==> config.mk <==
export PLATFORM = sky130hd
export DESIGN_NAME = stopwatch_ctrl_flat
export DESIGN_NICKNAME = d
export VERILOG_FILES = /design/src/rtl/tm_pkg.sv /design/src/rtl/stopwatch_ctrl_if.sv /design/src/rtl/tm_mod_cnt.sv /design/src/rtl/stopwatch_ctrl.sv /design/src/flat_wrapper.sv
export SDC_FILE = /design/constraint.sdc
export NUM_CORES = 1
export LEC_CHECK = 0
export CAP_MARGIN = 20
export CORE_MARGIN = 2
export CORE_UTILIZATION = 25
export DETAILED_ROUTE_END_ITERATION = 12
export SLEW_MARGIN = 10
export SYNTH_ARGS = -nofsm -noshare
export SYNTH_HDL_FRONTEND = slang
export SYNTH_SLANG_ARGS = --single-unit
==> constraint.sdc <==
create_clock -name clk -period 2.7 [get_ports clk]
set_input_delay 0.405 -clock clk [delete_from_list [all_inputs] [get_ports clk]]
set_output_delay 0.405 -clock clk [all_outputs]
set_load 0.03 [all_outputs]
==> src/rtl/tm_pkg.sv <==
// Shared types and constants for the stopwatch controller.
//   sw_state_e : IDLE / RUN / PAUSE
//   *_W        : field widths of ms / sec / min
//   *_MAX_DEF  : default terminal value of each field
package tm_pkg;
  typedef enum logic [1:0] {IDLE, RUN, PAUSE} sw_state_e;

  localparam int MS_W  = 10;
  localparam int SEC_W = 6;
  localparam int MIN_W = 7;

  localparam int MS_MAX_DEF  = 999;
  localparam int SEC_MAX_DEF = 59;
  localparam int MIN_MAX_DEF = 99;
endpackage

==> src/rtl/stopwatch_ctrl_if.sv <==
// Command/readout bundle of the stopwatch controller.
//   ms_tick, start_stop, lap, clear : one-cycle pulses into the controller
//   ms_out, sec_out, min_out        : displayed time
//   running, lap_active, overflow   : status flags
// master = command source / display, slave = stopwatch_ctrl.
interface stopwatch_ctrl_if;
  import tm_pkg::*;

  logic             ms_tick;
  logic             start_stop;
  logic             lap;
  logic             clear;
  logic [MS_W-1:0]  ms_out;
  logic [SEC_W-1:0] sec_out;
  logic [MIN_W-1:0] min_out;
  logic             running;
  logic             lap_active;
  logic             overflow;

  modport master (
    output ms_tick, start_stop, lap, clear,
    input  ms_out, sec_out, min_out, running, lap_active, overflow
  );

  modport slave (
    input  ms_tick, start_stop, lap, clear,
    output ms_out, sec_out, min_out, running, lap_active, overflow
  );
endinterface

==> src/rtl/tm_mod_cnt.sv <==
// Modulo counter 0..MAX, one field of the stopwatch.
//   clk, rst : clock, async active-high reset
//   en       : advance by one (wraps MAX -> 0)
//   clr      : synchronous zero, wins over en
//   value    : current count
//   carry    : en && value==MAX, feeds the next field's en
module tm_mod_cnt #(
  parameter int WIDTH = 10,
  parameter int MAX   = 999
) (
  input  logic             clk,
  input  logic             rst,
  input  logic             en,
  input  logic             clr,
  output logic [WIDTH-1:0] value,
  output logic             carry
);
  localparam logic [WIDTH-1:0] MAX_V = WIDTH'(MAX);

  logic [WIDTH-1:0] value_q, value_d;

  always_comb begin
    value_d = value_q;
    if (clr)     value_d = '0;
    else if (en) value_d = (value_q == MAX_V) ? '0 : value_q + 1'b1;
  end

  always_ff @(posedge clk or posedge rst) begin
    if (rst) value_q <= '0;
    else     value_q <= value_d;
  end

  assign value = value_q;
  assign carry = en && (value_q == MAX_V);
endmodule

==> src/rtl/stopwatch_ctrl.sv <==
// Stopwatch controller: accumulates ms ticks into min:sec.ms while running,
// with start/stop, lap freeze and clear.
//   clk, rst : clock, async active-high reset
//   bus      : stopwatch_ctrl_if.slave (commands in, display/status out)
module stopwatch_ctrl
  import tm_pkg::*;
#(
  parameter int MS_MAX  = MS_MAX_DEF,
  parameter int SEC_MAX = SEC_MAX_DEF,
  parameter int MIN_MAX = MIN_MAX_DEF
) (
  input  logic            clk,
  input  logic            rst,
  stopwatch_ctrl_if.slave bus
);
  sw_state_e state_q, state_d;

  logic [MS_W-1:0]  live_ms, snap_ms_q, snap_ms_d;
  logic [SEC_W-1:0] live_sec, snap_sec_q, snap_sec_d;
  logic [MIN_W-1:0] live_min, snap_min_q, snap_min_d;
  logic             lap_active_q, lap_active_d;
  logic             overflow_q, overflow_d;
  logic             cnt_en, ms_carry, sec_carry, min_carry;

  // Counting looks at the registered state, so a tick alongside the pause
  // command still counts and one alongside start does not. Clear drops it.
  assign cnt_en = (state_q == RUN) && bus.ms_tick && !bus.clear;

  tm_mod_cnt #(.WIDTH(MS_W), .MAX(MS_MAX)) u_ms (
    .clk(clk), .rst(rst), .en(cnt_en), .clr(bus.clear),
    .value(live_ms), .carry(ms_carry)
  );

  tm_mod_cnt #(.WIDTH(SEC_W), .MAX(SEC_MAX)) u_sec (
    .clk(clk), .rst(rst), .en(ms_carry), .clr(bus.clear),
    .value(live_sec), .carry(sec_carry)
  );

  tm_mod_cnt #(.WIDTH(MIN_W), .MAX(MIN_MAX)) u_min (
    .clk(clk), .rst(rst), .en(sec_carry), .clr(bus.clear),
    .value(live_min), .carry(min_carry)
  );

  always_comb begin
    state_d      = state_q;
    snap_ms_d    = snap_ms_q;
    snap_sec_d   = snap_sec_q;
    snap_min_d   = snap_min_q;
    lap_active_d = lap_active_q;
    overflow_d   = overflow_q;

    if (bus.clear) begin
      state_d      = IDLE;
      snap_ms_d    = '0;
      snap_sec_d   = '0;
      snap_min_d   = '0;
      lap_active_d = 1'b0;
      overflow_d   = 1'b0;
    end else begin
      if (bus.start_stop) begin
        unique case (state_q)
          IDLE:    state_d = RUN;
          RUN:     state_d = PAUSE;
          PAUSE:   state_d = RUN;
          default: state_d = IDLE;
        endcase
      end
      // Snapshot takes the live value before this cycle's increment.
      if (bus.lap && (state_q != IDLE)) begin
        if (!lap_active_q) begin
          snap_ms_d    = live_ms;
          snap_sec_d   = live_sec;
          snap_min_d   = live_min;
          lap_active_d = 1'b1;
        end else begin
          lap_active_d = 1'b0;
        end
      end
      if (min_carry) overflow_d = 1'b1;
    end
  end

  always_ff @(posedge clk or posedge rst) begin
    if (rst) begin
      state_q      <= IDLE;
      snap_ms_q    <= '0;
      snap_sec_q   <= '0;
      snap_min_q   <= '0;
      lap_active_q <= 1'b0;
      overflow_q   <= 1'b0;
    end else begin
      state_q      <= state_d;
      snap_ms_q    <= snap_ms_d;
      snap_sec_q   <= snap_sec_d;
      snap_min_q   <= snap_min_d;
      lap_active_q <= lap_active_d;
      overflow_q   <= overflow_d;
    end
  end

  assign bus.ms_out     = lap_active_q ? snap_ms_q  : live_ms;
  assign bus.sec_out    = lap_active_q ? snap_sec_q : live_sec;
  assign bus.min_out    = lap_active_q ? snap_min_q : live_min;
  assign bus.running    = (state_q == RUN);
  assign bus.lap_active = lap_active_q;
  assign bus.overflow   = overflow_q;
endmodule

==> src/flat_wrapper.sv <==
// flat-port wrapper written by rule: the top's interface ports become plain ports
module stopwatch_ctrl_flat import tm_pkg::*;
#(
  parameter int MS_MAX  = MS_MAX_DEF,
  parameter int SEC_MAX = SEC_MAX_DEF,
  parameter int MIN_MAX = MIN_MAX_DEF
)
  (clk, rst, bus_ms_tick, bus_start_stop, bus_lap, bus_clear, bus_ms_out, bus_sec_out, bus_min_out, bus_running, bus_lap_active, bus_overflow);
  stopwatch_ctrl_if bus_i ();
  input  logic clk;
  input  logic rst;
  input wire logic [$bits(bus_i.ms_tick)-1:0] bus_ms_tick;
  input wire logic [$bits(bus_i.start_stop)-1:0] bus_start_stop;
  input wire logic [$bits(bus_i.lap)-1:0] bus_lap;
  input wire logic [$bits(bus_i.clear)-1:0] bus_clear;
  output wire logic [$bits(bus_i.ms_out)-1:0] bus_ms_out;
  output wire logic [$bits(bus_i.sec_out)-1:0] bus_sec_out;
  output wire logic [$bits(bus_i.min_out)-1:0] bus_min_out;
  output wire logic [$bits(bus_i.running)-1:0] bus_running;
  output wire logic [$bits(bus_i.lap_active)-1:0] bus_lap_active;
  output wire logic [$bits(bus_i.overflow)-1:0] bus_overflow;
  assign bus_i.ms_tick = bus_ms_tick;
  assign bus_i.start_stop = bus_start_stop;
  assign bus_i.lap = bus_lap;
  assign bus_i.clear = bus_clear;
  assign bus_ms_out = bus_i.ms_out;
  assign bus_sec_out = bus_i.sec_out;
  assign bus_min_out = bus_i.min_out;
  assign bus_running = bus_i.running;
  assign bus_lap_active = bus_i.lap_active;
  assign bus_overflow = bus_i.overflow;
  stopwatch_ctrl #(.MS_MAX(MS_MAX), .SEC_MAX(SEC_MAX), .MIN_MAX(MIN_MAX)) u_core (.clk(clk), .rst(rst), .bus(bus_i));
endmodule
==> results.yml <==
run_status:
  status: "completed"
floorplanning:
  boundaryPins: 32
  fp.dieH_um: 108
  initial_core_util: 0.259
  row_count: 37
  die_area_um2: 11600
  die_w_um: 108
  fp.coreArea_um2: 10400
finish:
  drive_above_1_share: 0.149
  final_common_cell: "dfrtp_1"
  num_antenna_cells: 0
  final_util: 0.315
  instances_no_fill: 432
  final_cell_mix: "dfrtp_1, nor2_1, clkdlybuf4s50_1, mux2_2, mux2i_1"
  fin_nets: 304
  synthToLayoutAreaGrowth_pct: 21.5
cts:
  cts_hold_buf: 0
  cts-resized-gates: 0
  h-tree-depth: 2
  clockRootBuffer: "clkbuf_8"
  cts_inserted_buffers: 5
  clk_latency_ps: 310
  postCtsSetupRepairBufs: 0
  path_clk_slew_ps: 80
  cts_buffer_depth: 2
  cts_sinks: 50
  tritoncts: "yes"
sta:
  maxSlewViolCount: 0
  tns_ps: 0
  finalHoldViolations: 0
  timing.hold.ws_ps: 518
  grt_setup_unrepaired: "false"
  setup-violations-final: 0
  fin_crit_ps: 2280
  relSlewSlack: 0.397
  period_share: 0.846
  worstMarginPinSlew_ps: 897
  skew_ps: 9.94
  clock.fmax_ghz: 0.438
worst_setup_path:
  worstSetupEndpointType: "output pin"
  crit_type: "reg -> out"
  endpoint: "bus_ms_out[4]"
  r2r_cells: 6
  cp_max_fo: 14
  r2r_setup_slack_ps: 580
  critPathLaunchType: "flip-flop"
  critPathLaunch: "u_core.bus.lap_active$_DFFE_PP0P_"
  worstPathRequired_ps: 2300
  r2r_end: "u_core.u_ms.value[9]$_DFFE_PP0P_"
  r2r_start: "u_core.u_ms.value[1]$_DFFE_PP0P_"
  worstPathArrival_ps: 1880
hold_path:
  hold_depth: 2
  hp-class: "reg -> reg"
global_routing:
  overflow: 0
  antenna_found_initial: 0
  first_global_vias: 2095
  grt_max_degree: 41
  grtUsageTotal: 0.109
  grt_pass1_wl_um: 10100
logic_synthesis:
  syn_area_per_cell_um2: 10.2
  yosysSeqAreaShare: 0.466
  syn_area_um2: 2680
  synthCells: 262
  yosysWarnings: 0
  ys_ff_latch: 50
  ys_types: 38
  syn-num-nets: 271
  synth-edff-count: 0
  async_reset_ff_frac: 1.00
  synth_flop_cell: "dfrtp_1"
detailed_routing:
  drc: 0
  via_per_inst: 4.67
  wl_per_cell_um: 13.3
  via_count: 2017
  first_pass_iters: 4
  wirelength_um: 5730
  first_iter_violations: 66
  ant_nets: 0
placement:
  place_hpwl_um: 4100
  io_buffers: 31
  routabilityCongestion: 0.780
  dp.cells: 424
power:
  p_per_area_nw_per_um2: 415
  power_w: 0.00135
  max-vdd-ir-drop_uv: 186
  leakage_nw: 1.37
flow_run:
  drv_cap: 0
-- cell type report --
cell class	instances	area, µm²
fillers	1120	7110
multi-input cells	198	1380
flip-flops and latches	50	1250
repair buffers	39	370
well taps	136	170
clock buffers	7	86.3
clock inverters	1	5.00
inverters	1	3.75
-- metal layers --
| metal | global-route usage | up-vias | wire length (µm) |
|---|---|---|---|
| li1 | - | 998 | - |
| met2 | 0.188 | 23 | 2820 |
| met5 | 0 | - | 0 |
| met1 | 0.135 | 988 | 2670 |
| met4 | 0.0357 | 0 | 78 |
| met3 | 0.0230 | 8 | 163 |
-- worst max-delay path, stage by stage (launching register included) --
cell             delay [ps]
dfrtp_1                 350
buf_4                   240
mux2_2                  380
clkdlybuf4s50_1         610
-- report_power, final --
part           switching (W)  internal [W]  total (W)
logic              0.0000845     0.0000564   0.000141
registers         0.00000683      0.000754   0.000760
clock network       0.000244      0.000207   0.000451
-- sequential cells by signal (all words and copies together) (netlist names) --
signal                 cells
u_core.u_min.value         7
u_core.snap_sec_q          6
u_core.u_sec.value         6
u_core.snap_min_q          7
u_core.state_q             2
u_core.u_ms.value         10
u_core.bus.overflow        1
u_core.snap_ms_q          10
u_core.bus.lap_active      1
-- cell usage after synthesis, drive strengths merged (5+ instances only) --
cell type,count,area (µm²)
mux2i,24,240
a21oi,11,55.1
clkbuf,9,33.8
and3,10,62.6
mux2,24,270
dfrtp,50,1250
nor2,39,146
nand3,9,45.0
nand2,20,77.6
or3,5,31.3
o21ai,16,80.1
-- cells by family (layout without fill, tap and decap cells) --
kind of cell,Yosys count,count (layout),share of synthesized area
AO/OA/AOI/OAI,37,37,0.0783
AND/OR/NAND/NOR,104,104,0.210
flip-flops,50,50,0.466
multiplexers,48,48,0.190
buffers and inverters,14,48,0.0214
adder cells (fa/ha/maj),3,3,0.0140
XOR/XNOR,6,6,0.0196
-- worst min path at each step --
stage | startpoint | slack [ps] | end
after global routing | u_core.snap_sec_q[5]$_DFFE_PP0P_ | 550 | u_core.snap_sec_q[5]$_DFFE_PP0P_
after detailed placement | u_core.snap_min_q[3]$_DFFE_PP0P_ | 510 | u_core.snap_min_q[3]$_DFFE_PP0P_
after CTS | u_core.snap_min_q[3]$_DFFE_PP0P_ | 530 | u_core.snap_min_q[3]$_DFFE_PP0P_
final | u_core.bus.overflow$_DFFE_PP0P_ | 520 | u_core.bus.overflow$_DFFE_PP0P_
after global placement | u_core.snap_min_q[0]$_DFFE_PP0P_ | 500 | u_core.snap_min_q[0]$_DFFE_PP0P_
after floorplan | u_core.u_sec.value[4]$_DFFE_PP0P_ | 470 | u_core.u_sec.value[4]$_DFFE_PP0P_
-- per-stage QoR --
stage / instance area [µm²] / worst slack (ps)
after floorplan: 2680 / 723
after global placement: 3170 / 400
after detailed placement: 3170 / 364
after CTS: 3260 / 389
after global routing: 3260 / 268
final: 3260 / 417
(Power assumes the default switching activity.)
